--- src/rtl/seg7_rx.sv ---
// seg7_rx: seven-segment loopback receiver.
// Debounces, decodes and sequence-checks a segment pattern.
module seg7_rx #(
  parameter int STABLE_CYCLES = 16,
  parameter int WRAP_DIGIT    = 7
) (
  input  logic       clk,
  input  logic       reset,
  input  logic [6:0] seg_in,
  input  logic       clr_err,
  output logic [3:0] digit,
  output logic       digit_valid,
  output logic       new_digit,
  output logic       bad_pattern,
  output logic       seq_err,
  output logic       locked,
  output logic [7:0] err_count
);

  localparam logic [7:0] CNT_MAX = 8'(STABLE_CYCLES - 1);
  localparam logic [3:0] WRAP    = 4'(WRAP_DIGIT);

  logic [6:0] sync1;
  logic [6:0] sync2;
  logic [6:0] cand;
  logic [6:0] acc;
  logic [7:0] cnt;

  logic       stable;
  logic       accept;
  logic       is_blank;
  logic       dec_ok;
  logic [3:0] dec_val;
  logic [3:0] exp_val;
  logic       seq_bad;
  logic       err_evt;

  // two-flop synchronizer on the asynchronous pins
  always_ff @(posedge clk or posedge reset) begin
    if (reset) begin
      sync1 <= 7'h00;
      sync2 <= 7'h00;
    end else begin
      sync1 <= seg_in;
      sync2 <= sync1;
    end
  end

  // candidate tracking with a saturating hold counter
  always_ff @(posedge clk or posedge reset) begin
    if (reset) begin
      cand <= 7'h00;
      cnt  <= 8'd0;
    end else if (sync2 != cand) begin
      cand <= sync2;
      cnt  <= 8'd0;
    end else if (cnt < CNT_MAX) begin
      cnt <= cnt + 8'd1;
    end
  end

  assign stable   = (sync2 == cand) && (cnt == CNT_MAX);
  assign accept   = stable && (cand != acc);
  assign is_blank = (cand == 7'h00);

  // active-high segment decode, a=bit0 .. g=bit6
  always_comb begin
    dec_ok  = 1'b1;
    dec_val = 4'd0;
    unique case (cand)
      7'h3F: dec_val = 4'd0;
      7'h06: dec_val = 4'd1;
      7'h5B: dec_val = 4'd2;
      7'h4F: dec_val = 4'd3;
      7'h66: dec_val = 4'd4;
      7'h6D: dec_val = 4'd5;
      7'h7D: dec_val = 4'd6;
      7'h07: dec_val = 4'd7;
      7'h7F: dec_val = 4'd8;
      7'h6F: dec_val = 4'd9;
      default: dec_ok = 1'b0;
    endcase
  end

  // next digit the driver should show after the current one
  always_comb begin
    if (digit == WRAP) exp_val = 4'd0;
    else               exp_val = digit + 4'd1;
  end

  assign seq_bad = dec_ok && !is_blank && locked
                 && (dec_val != exp_val);
  assign err_evt = accept
                 && ((!dec_ok && !is_blank) || seq_bad);

  // accept handling and registered status/pulse outputs
  always_ff @(posedge clk or posedge reset) begin
    if (reset) begin
      acc         <= 7'h00;
      digit       <= 4'd0;
      digit_valid <= 1'b0;
      new_digit   <= 1'b0;
      bad_pattern <= 1'b0;
      seq_err     <= 1'b0;
      locked      <= 1'b0;
    end else begin
      new_digit   <= 1'b0;
      bad_pattern <= 1'b0;
      seq_err     <= 1'b0;
      if (accept) begin
        acc <= cand;
        if (is_blank) begin
          digit_valid <= 1'b0;
          locked      <= 1'b0;
        end else if (!dec_ok) begin
          bad_pattern <= 1'b1;
          digit_valid <= 1'b0;
          locked      <= 1'b0;
        end else begin
          digit       <= dec_val;
          digit_valid <= 1'b1;
          new_digit   <= 1'b1;
          seq_err     <= seq_bad;
          locked      <= 1'b1;
        end
      end
    end
  end

  // saturating error counter; a clear wins but keeps a same-cycle error
  always_ff @(posedge clk or posedge reset) begin
    if (reset) begin
      err_count <= 8'd0;
    end else if (clr_err) begin
      err_count <= err_evt ? 8'd1 : 8'd0;
    end else if (err_evt && (err_count != 8'hFF)) begin
      err_count <= err_count + 8'd1;
    end
  end

endmodule

--- config.mk ---
export PLATFORM = sky130hd
export DESIGN_NAME = seg7_rx
export DESIGN_NICKNAME = d
export VERILOG_FILES = /design/src/rtl/seg7_rx.sv
export SDC_FILE = /design/constraint.sdc
export NUM_CORES = 1
export LEC_CHECK = 0
export CAP_MARGIN = 20
export CORE_MARGIN = 5
export CORE_UTILIZATION = 55
export CTS_CLUSTER_SIZE = 14
export DETAILED_ROUTE_END_ITERATION = 7
export PLACE_DENSITY = 0.78
export SETUP_SLACK_MARGIN = 0.15
export SYNTH_ARGS = -nofsm -noshare
export SYNTH_HDL_FRONTEND = slang
export SYNTH_SLANG_ARGS = --single-unit
--- constraint.sdc ---
create_clock -name clk -period 3.2 [get_ports clk]
set_clock_uncertainty 0.2 [all_clocks]
set_input_delay 0.8 -clock clk [delete_from_list [all_inputs] [get_ports clk]]
set_output_delay 0.8 -clock clk [all_outputs]
set_load 0.01 [all_outputs]
==> results of run 1 <==
## cell usage in the layout, fill, tap and decap left out, types with 2 or more instances in the layout
| cell | synthesis | layout |
|---|---|---|
| nand4_1 | 4 | 4 |
| xor2_1 | 10 | 10 |
| dfrtp_2 | 0 | 4 |
| buf_4 | 2 | 6 |
| mux2i_1 | 2 | 2 |
| and3_1 | 7 | 7 |
| dfrtp_1 | 52 | 48 |
| mux2_1 | 11 | 11 |
| a31oi_1 | 3 | 3 |
| xnor2_1 | 8 | 8 |
| nor2_1 | 12 | 12 |
| nor3_2 | 1 | 2 |
| nor3_1 | 5 | 4 |
| inv_1 | 10 | 9 |
| nand3_1 | 11 | 10 |
| or3_1 | 3 | 3 |
| clkdlybuf4s50_1 | 0 | 26 |
| nor3b_1 | 2 | 2 |
| or4_1 | 5 | 5 |
| o31ai_1 | 5 | 5 |
| ha_1 | 3 | 3 |
| nor4_1 | 4 | 4 |
| o21ai_0 | 2 | 2 |
| a21oi_1 | 9 | 9 |
| inv_6 | 0 | 2 |
| clkbuf_8 | 0 | 5 |
| nand2_1 | 7 | 7 |
## stage by stage
step | instance area (um^2) | setup WS (ns)
floorplan | 2452 | 0.3022
global placement | 2731 | 0.2517
detailed placement | 2731 | 0.1961
CTS | 2825 | 0.1659
global route | 2860 | 0.1155
finish | 2860 | 0.2291
## cells by family after synthesis
| kind of cell | Yosys count | share of synthesized area |
|---|---|---|
| AOI/OAI and AO/OA | 32 | 0.08980 |
| xor gates and xnor gates | 18 | 0.06429 |
| adders and majority gates | 3 | 0.01531 |
| buffers and inverters | 30 | 0.05765 |
| DFF | 52 | 0.5306 |
| muxes | 14 | 0.06327 |
| and+or+nand+nor | 73 | 0.1791 |
## worst max-delay path by stage
stage | from | endpoint | slack (ns) | cells past startpoint
detailed placement | cand[3]$_DFFE_PP0N_ | err_count[5]$_DFFE_PP0P_ | 0.20 | 7
global route | cand[3]$_DFFE_PP0N_ | err_count[4]$_DFFE_PP0P_ | 0.12 | 7
CTS | cand[3]$_DFFE_PP0N_ | err_count[5]$_DFFE_PP0P_ | 0.17 | 7
global placement | cand[3]$_DFFE_PP0N_ | err_count[3]$_DFFE_PP0P_ | 0.25 | 7
finish | cand[3]$_DFFE_PP0N_ | err_count[5]$_DFFE_PP0P_ | 0.23 | 7
floorplan | cand[3]$_DFFE_PP0N_ | err_count[7]$_DFFE_PP0P_ | 0.30 | 9
## power by group
group / switching (mW) / leakage (nW) / internal [mW]
Clock: 0.230 / 0.0452 / 0.160
Combinational: 0.0349 / 0.514 / 0.0318
Sequential: 0.0139 / 0.674 / 0.671
## layout make-up
| cell class | count | share of cell area |
|---|---|---|
| well taps | 52 | 0.02275 |
| repair buffers | 33 | 0.1137 |
| inverters | 10 | 0.01312 |
| clock inverters | 3 | 0.008749 |
| multi-input cells | 140 | 0.3609 |
| flip-flops and latches | 52 | 0.4567 |
| clock buffers | 5 | 0.02406 |
## per-layer routing
layer,up-vias,track usage,routed length [um],share of wire
li1,828,-,-,-
met1,807,0.2095,1934,0.46
met2,34,0.2411,2050,0.48
met3,11,0.03630,191,0.045
met4,0,0.04196,69,0.016
met5,-,0,0,0
## state kept, by name, summed over array words and instances, names as in the netlist
register	cells
sync1	7
sync2	7
bad_pattern	1
err_count	8
cnt	8
locked	1
new_digit	1
cand	7
digit	4
acc	7
seq_err	1
## worst register-to-register path, stage by stage, from the launching register on
cell       delay (ns)
dfrtp_2          0.47
or4_4            0.55
or3_4            0.42
and4_4           0.18
o32a_1           0.20
o2bb2ai_4        0.19
or4_1            0.54
a21oi_1          0.15
## repair_timing
item,in CTS,in global routing
endpoints found under the setup margin,0,11
hold buffers,0,0
buffers inserted,0,1
gates resized for setup,0,7
==> metrics.md, run 1 <==
| Metric | Value |
|---|---|
| Post-DRT Antenna Nets | `0` |
| Io pins | `27` |
| Setup Crit Path Kind | `register to register` |
| Critical path cell sequence | `or4_4 -> or3_4 -> and4_4 -> o32a_1 -> o2bb2ai_4 -> or4_1 -> a21oi_1` |
| Post-route non-filler standard cell count | `295` |
| Sequential area share after synthesis | `0.5306` |
| Cell taking the most area after synthesis | `dfrtp_1` |
| Syn-to-layout area delta | `16.63%` |
| Mapped Cells | `~220` |
| Hold Path Depth | `0` |
| PwrDens | `399.0 nW/um^2` |
| Clk root buf | `clkbuf_8` |
| Global router's overall resource usage | `0.1524` |
| Setup TNS | `0 ns` |
| Core Rows | `24` |
| Reg-to-reg setup timing slack | `0.23 ns` |
| Initial DRC Count | `64` |
| Layout net count | `about 260` |
| Final Cycle Share | `0.9284` |
| Largest net degree at the start of global routing | `31` |
| CP startpoint kind | `register` |
| Yosys reg bits | `52` |
| Avg Cell Area, Syn | `between 10 and 15 um^2` |
| Most common cell in the synthesized netlist | `dfrtp_1` |
| Vias in the first global route | `between 1500 and 2000` |
| Worst VDD drop | `0.2722 mV` |
| Area fraction of the dominant cell type after synthesis | `0.5306` |
| Synth top cells by count | `52 x dfrtp_1, 12 x nor2_1, 11 x mux2_1, 11 x nand3_1` |
| Clock latency on the worst-skew pair | `slightly above 0.3 ns` |
| FF-to-FF path depth | `7` |
| Reg area | `1306 um^2` |
| Routability cong. | `0.8042` |
| Setup violations, final | `0` |
| Hold_sp | `sync1[0]$_DFF_PP0_` |
| Slew Viols, Final | `0` |
| Max FO, Critical Path | `14` |
| P_leak | `~1.2 nW` |
| Outcome | `finished clean` |
| Cell count after placement | `286` |
| Final worst path period need | `2.971 ns` |
| Worst-path clk slew | `about 0.10 ns` |
| Sink Count | `52` |
| Crit-path max cell delay | `0.55 ns` |
| Fmax | `336.6 MHz` |
| CTS Buf Count | `5` |
| Initial antenna violation count | `0` |
| Area of the multi-input gates | `1032 um^2` |
| Share of layout cells above drive strength 1 | `0.1235` |
| Buffers from clock root to sink, at most | `2` |
| DRC Markers | `0` |
| Arr. time, crit path | `3.01 ns` |
| Slowest stage cell on the critical path | `or4_4` |
| # fillers | `~340` |
| Primary FF master, synth | `dfrtp_1` |
| Final hold viol count | `0` |
| ANT cells | `0` |
| First-pass GRT wire length | `7445 um` |
| Worst setup EP type | `register` |
| Post-synth EDFFs | `0` |
| Total Wirelength | `4245 um` |
| DR vias | `1680` |
| H-tree lvl count | `2` |
| Total power | `about 1.1 mW` |
| Netlist cell types | `53` |
| Global route total overflow | `0` |
| Slew headroom | `0.6465` |
| RSZ-0062 raised after global routing | `yes` |
| TritonCTS clock tree | `done` |
| Top post-synthesis cells by area | `dfrtp_1 53%, mux2_1 5.1%, xor2_1 3.6%` |
| R2R Path Start | `cand[3]$_DFFE_PP0N_` |
| Post-Syn Area | `2452 um^2` |
| Hold Slack | `0.1544 ns` |
| Port Buffer Count | `26` |
| RR Endpoint | `err_count[5]$_DFFE_PP0P_` |
| Core area | `4354 um^2` |
| Synth Net Count | `about 240` |
| Routed vias/inst | `5.695` |
| Max-Cap Viols | `0` |
| Hold Path End | `sync2[0]$_DFF_PP0_` |
| Post-DP HPWL | `3002 um` |
| Slew @ Worst Pin | `~0.53 ns` |
| Asr flop ratio synth | `1.000` |
| Die Area | `5894 um^2` |
| First-pass DRT Iterations | `5` |
| Die X | `76.78 um` |
| Die height | `76.78 um` |
| Required @ worst endpoint | `between 3 and 4 ns` |
| Wire per inst | `between 10 and 15 um` |
| Synth warn | `0` |
| Initial core utilization | `0.5632` |
| Cell family with most CP delay | `simple AND/OR/NAND/NOR gates` |
| Hold WC Path Type | `register to register` |
| Buf/Inv on CP | `0` |
| Layout Utilization | `0.6569` |
Power figures use the tool's default switching activity.
==> inputs of run 2 (changes only) <==
Settings changed: REMOVE_ABC_BUFFERS from default to 1.
==> run 2 against run 1 <==
  * Final cell count increased by 3.1%
  * Power increased by 2.1%
  * Clock-buffer cell count unchanged
  * Sequential share of layout area decreased by 1.2 points
  * Flip-flop and latch count unchanged
  * Via count increased by 0.60%
  * Combinational power increased by 20%
  * Critical path depth unchanged
  * Register-to-register slack improved by 0.07 ns
  * Setup slack improved by 0.071 ns
  * Global-route usage increased by 0.91 points
  * Critical endpoint is now err_count[3]$_DFFE_PP0P_
==> metrics.md, run 2 (synthesis results as in run 1) <==
| Metric | Value |
|---|---|
| Final Cycle Share | `0.9064` |
| Core Rows | `24` |
| Slew @ Worst Pin | `0.4614 ns` |
| Setup crit end | `err_count[3]$_DFFE_PP0P_` |
| Fmax | `344.8 MHz` |
| Slew headroom | `0.6895` |
| DRC Markers | `0` |
| Most common cell after layout, fill and taps aside | `dfrtp_1` |
| First-pass DRT Iterations | `4` |
| Buf/Inv on CP | `0` |
| Initial core utilization | `0.5632` |
| RR Endpoint | `err_count[3]$_DFFE_PP0P_` |
| Clk root buf | `clkbuf_8` |
| Global router's overall resource usage | `0.1614` |
| Routed vias/inst | `5.559` |
| Cell family with most CP delay | `simple AND/OR/NAND/NOR gates` |
| CP Depth | `7` |
| Outcome | `finished clean` |
| Die X | `76.78 um` |
| Pint | `874.6 uW` |
| Worst-path clk slew | `0.10 ns` |
| Reg-to-reg setup timing slack | `0.30 ns` |
| Comb pwr share | `0.069` |
| Routability cong. | `approximately 0.78` |
| Final worst path period need | `2.900 ns` |
| ANT cells | `0` |
| RSZ-0062 raised after global routing | `no` |
| Port Buffer Count | `26` |
| Critical path cell sequence | `or4_4 -> or3_4 -> and4_4 -> o32a_1 -> o2bb2ai_4 -> or4_1 -> a21oi_1` |
| DR vias | `1690` |
| Global route total overflow | `0` |
| Initial antenna violation count | `0` |
| Critical Path Source | `cand[5]$_DFFE_PP0N_` |
| Required @ worst endpoint | `3.24 ns` |
| Reg power frac | `0.585` |
| Setup TNS | `0 ns` |
| Initial DRC Count | `114` |
| CP startpoint kind | `register` |
| Max-Cap Viols | `0` |
| Core area | `about 4400 um^2` |
| Hold_sp | `sync1[5]$_DFF_PP0_` |
| Die height | `between 70 and 80 um` |
| Wire per inst | `~15 um` |
| Die Area | `5894 um^2` |
| CTS Buf Count | `5` |
| Sink Count | `52` |
| P_leak | `1.283 nW` |
| # fillers | `338` |
| First-pass GRT wire length | `7866 um` |
| Setup Crit Path Kind | `register to register` |
| TritonCTS clock tree | `done` |
| Post-CTS Hold Fix Bufs | `0` |
| Max FO, Critical Path | `14` |
| Clock latency on the worst-skew pair | `0.31 ns` |
| Post-DP HPWL | `just under 3000 um` |
| P_sw | `290.8 uW` |
| Worst VDD drop | `0.3692 mV` |
| Slew Viols, Final | `0` |
| Buffers from clock root to sink, at most | `2` |
| Crit-path max cell delay | `roughly 0.53 ns` |
| Clock share of power | `0.347` |
| Largest net degree at the start of global routing | `53` |
| Vias in the first global route | `about 1800` |
| H-tree lvl count | `2` |
| Commonest cells after routing, fill and taps aside | `48 x dfrtp_1, 26 x clkdlybuf4s50_1, 14 x buf_4, 12 x nor2_1, 11 x mux2_1` |
| Post-DRT Antenna Nets | `0` |
| Setup violations, final | `0` |
| Io pins | `27` |
| PwrDens | `397.0 nW/um^2` |
| Syn-to-layout area delta | `19.69%` |
| R2R Path Start | `cand[5]$_DFFE_PP0N_` |
| Hold WC Path Type | `register to register` |
| Total Wirelength | `4448 um` |
| Layout net count | `264` |
| Sw Ratio | `0.2495` |
| FF-to-FF path depth | `7` |
| Slowest stage cell on the critical path | `or4_1` |
| Layout Utilization | `0.6741` |
| Worst setup EP type | `register` |
| Top flop regs | `cnt (8), err_count (8)` |
| Final hold viol count | `0` |
| Share of layout cells above drive strength 1 | `0.1587` |
| Arr. time, crit path | `2.94 ns` |
[run 2: cell count changes in the layout (fill, tap and decap cells not counted), sizes merged]
cell | before | now
buf | 7 | 15
clkbuf | 5 | 6
clkinvlp | 1 | 0
inv | 12 | 13
[run 2: worst min-delay path by stage]
| stage | endpoint | slack, ns | depth (start not counted) |
|---|---|---|---|
| 5_1_grt | sync2[3]$_DFF_PP0_ | 0.18 | 0 |
| 6_report | sync2[5]$_DFF_PP0_ | 0.15 | 0 |
| 3_3_place_gp | sync2[0]$_DFF_PP0_ | 0.13 | 0 |
| 4_1_cts | sync2[5]$_DFF_PP0_ | 0.16 | 0 |
| 2_1_floorplan | sync2[0]$_DFF_PP0_ | 0.13 | 0 |
| 3_5_place_dp | sync2[2]$_DFF_PP0_ | 0.14 | 0 |
[run 2: cell type report]
cell class	instances	area [um^2]	share of cell area
clock buffer	5	68.82	0.02344
clock inverter	3	28.78	0.009804
inverter	10	37.54	0.01279
multi-input combinational	140	1039	0.3538
sequential	52	1306	0.4450
tap	52	65.06	0.02217
timing repair buffer	42	390.4	0.1330
[run 2: through the flow]
step	cell area, um^2	std cells	hold WS [ns]	power [mW]	setup slack [ns]
after floorplan	2349	202	0.1312	0.7313	-0.1838
after global placement	2731	286	0.1319	0.7614	0.2636
after detailed placement	2731	286	0.1355	0.7632	0.2135
after CTS	2829	294	0.1589	1.170	0.1818
after global routing	2935	304	0.1809	1.216	0.1675
final	2935	304	0.1499	1.165	0.2996
[run 2: repair_timing]
item,in CTS,in global routing
setup buffers,0,10
resized for setup,0,8
endpoints found under the setup margin,0,11
[run 2: power groups by stage]
stage          logic [mW]  clock network (mW)  registers (mW)
5_1_grt            0.0882               0.444           0.684
3_3_place_gp       0.0655                   0           0.696
2_1_floorplan      0.0357                   0           0.696
6_report           0.0798               0.404           0.682
3_5_place_dp       0.0664                   0           0.697
4_1_cts            0.0668               0.420           0.684
[run 2: layer usage]
layer	global-route usage	vias up	routed length, um	part of all wire
met5	0	-	0	0
met4	0.05944	0	49	0.011
met3	0.03981	5	185	0.042
met2	0.2564	23	2131	0.48
met1	0.2135	817	2081	0.47
li1	-	845	-	-
==> inputs of run 3 (changes only) <==
Settings changed: CAP_MARGIN 20 to default.
==> results of run 3 <==
No change in the layout: final DEF, timing and power equal those of run 2.
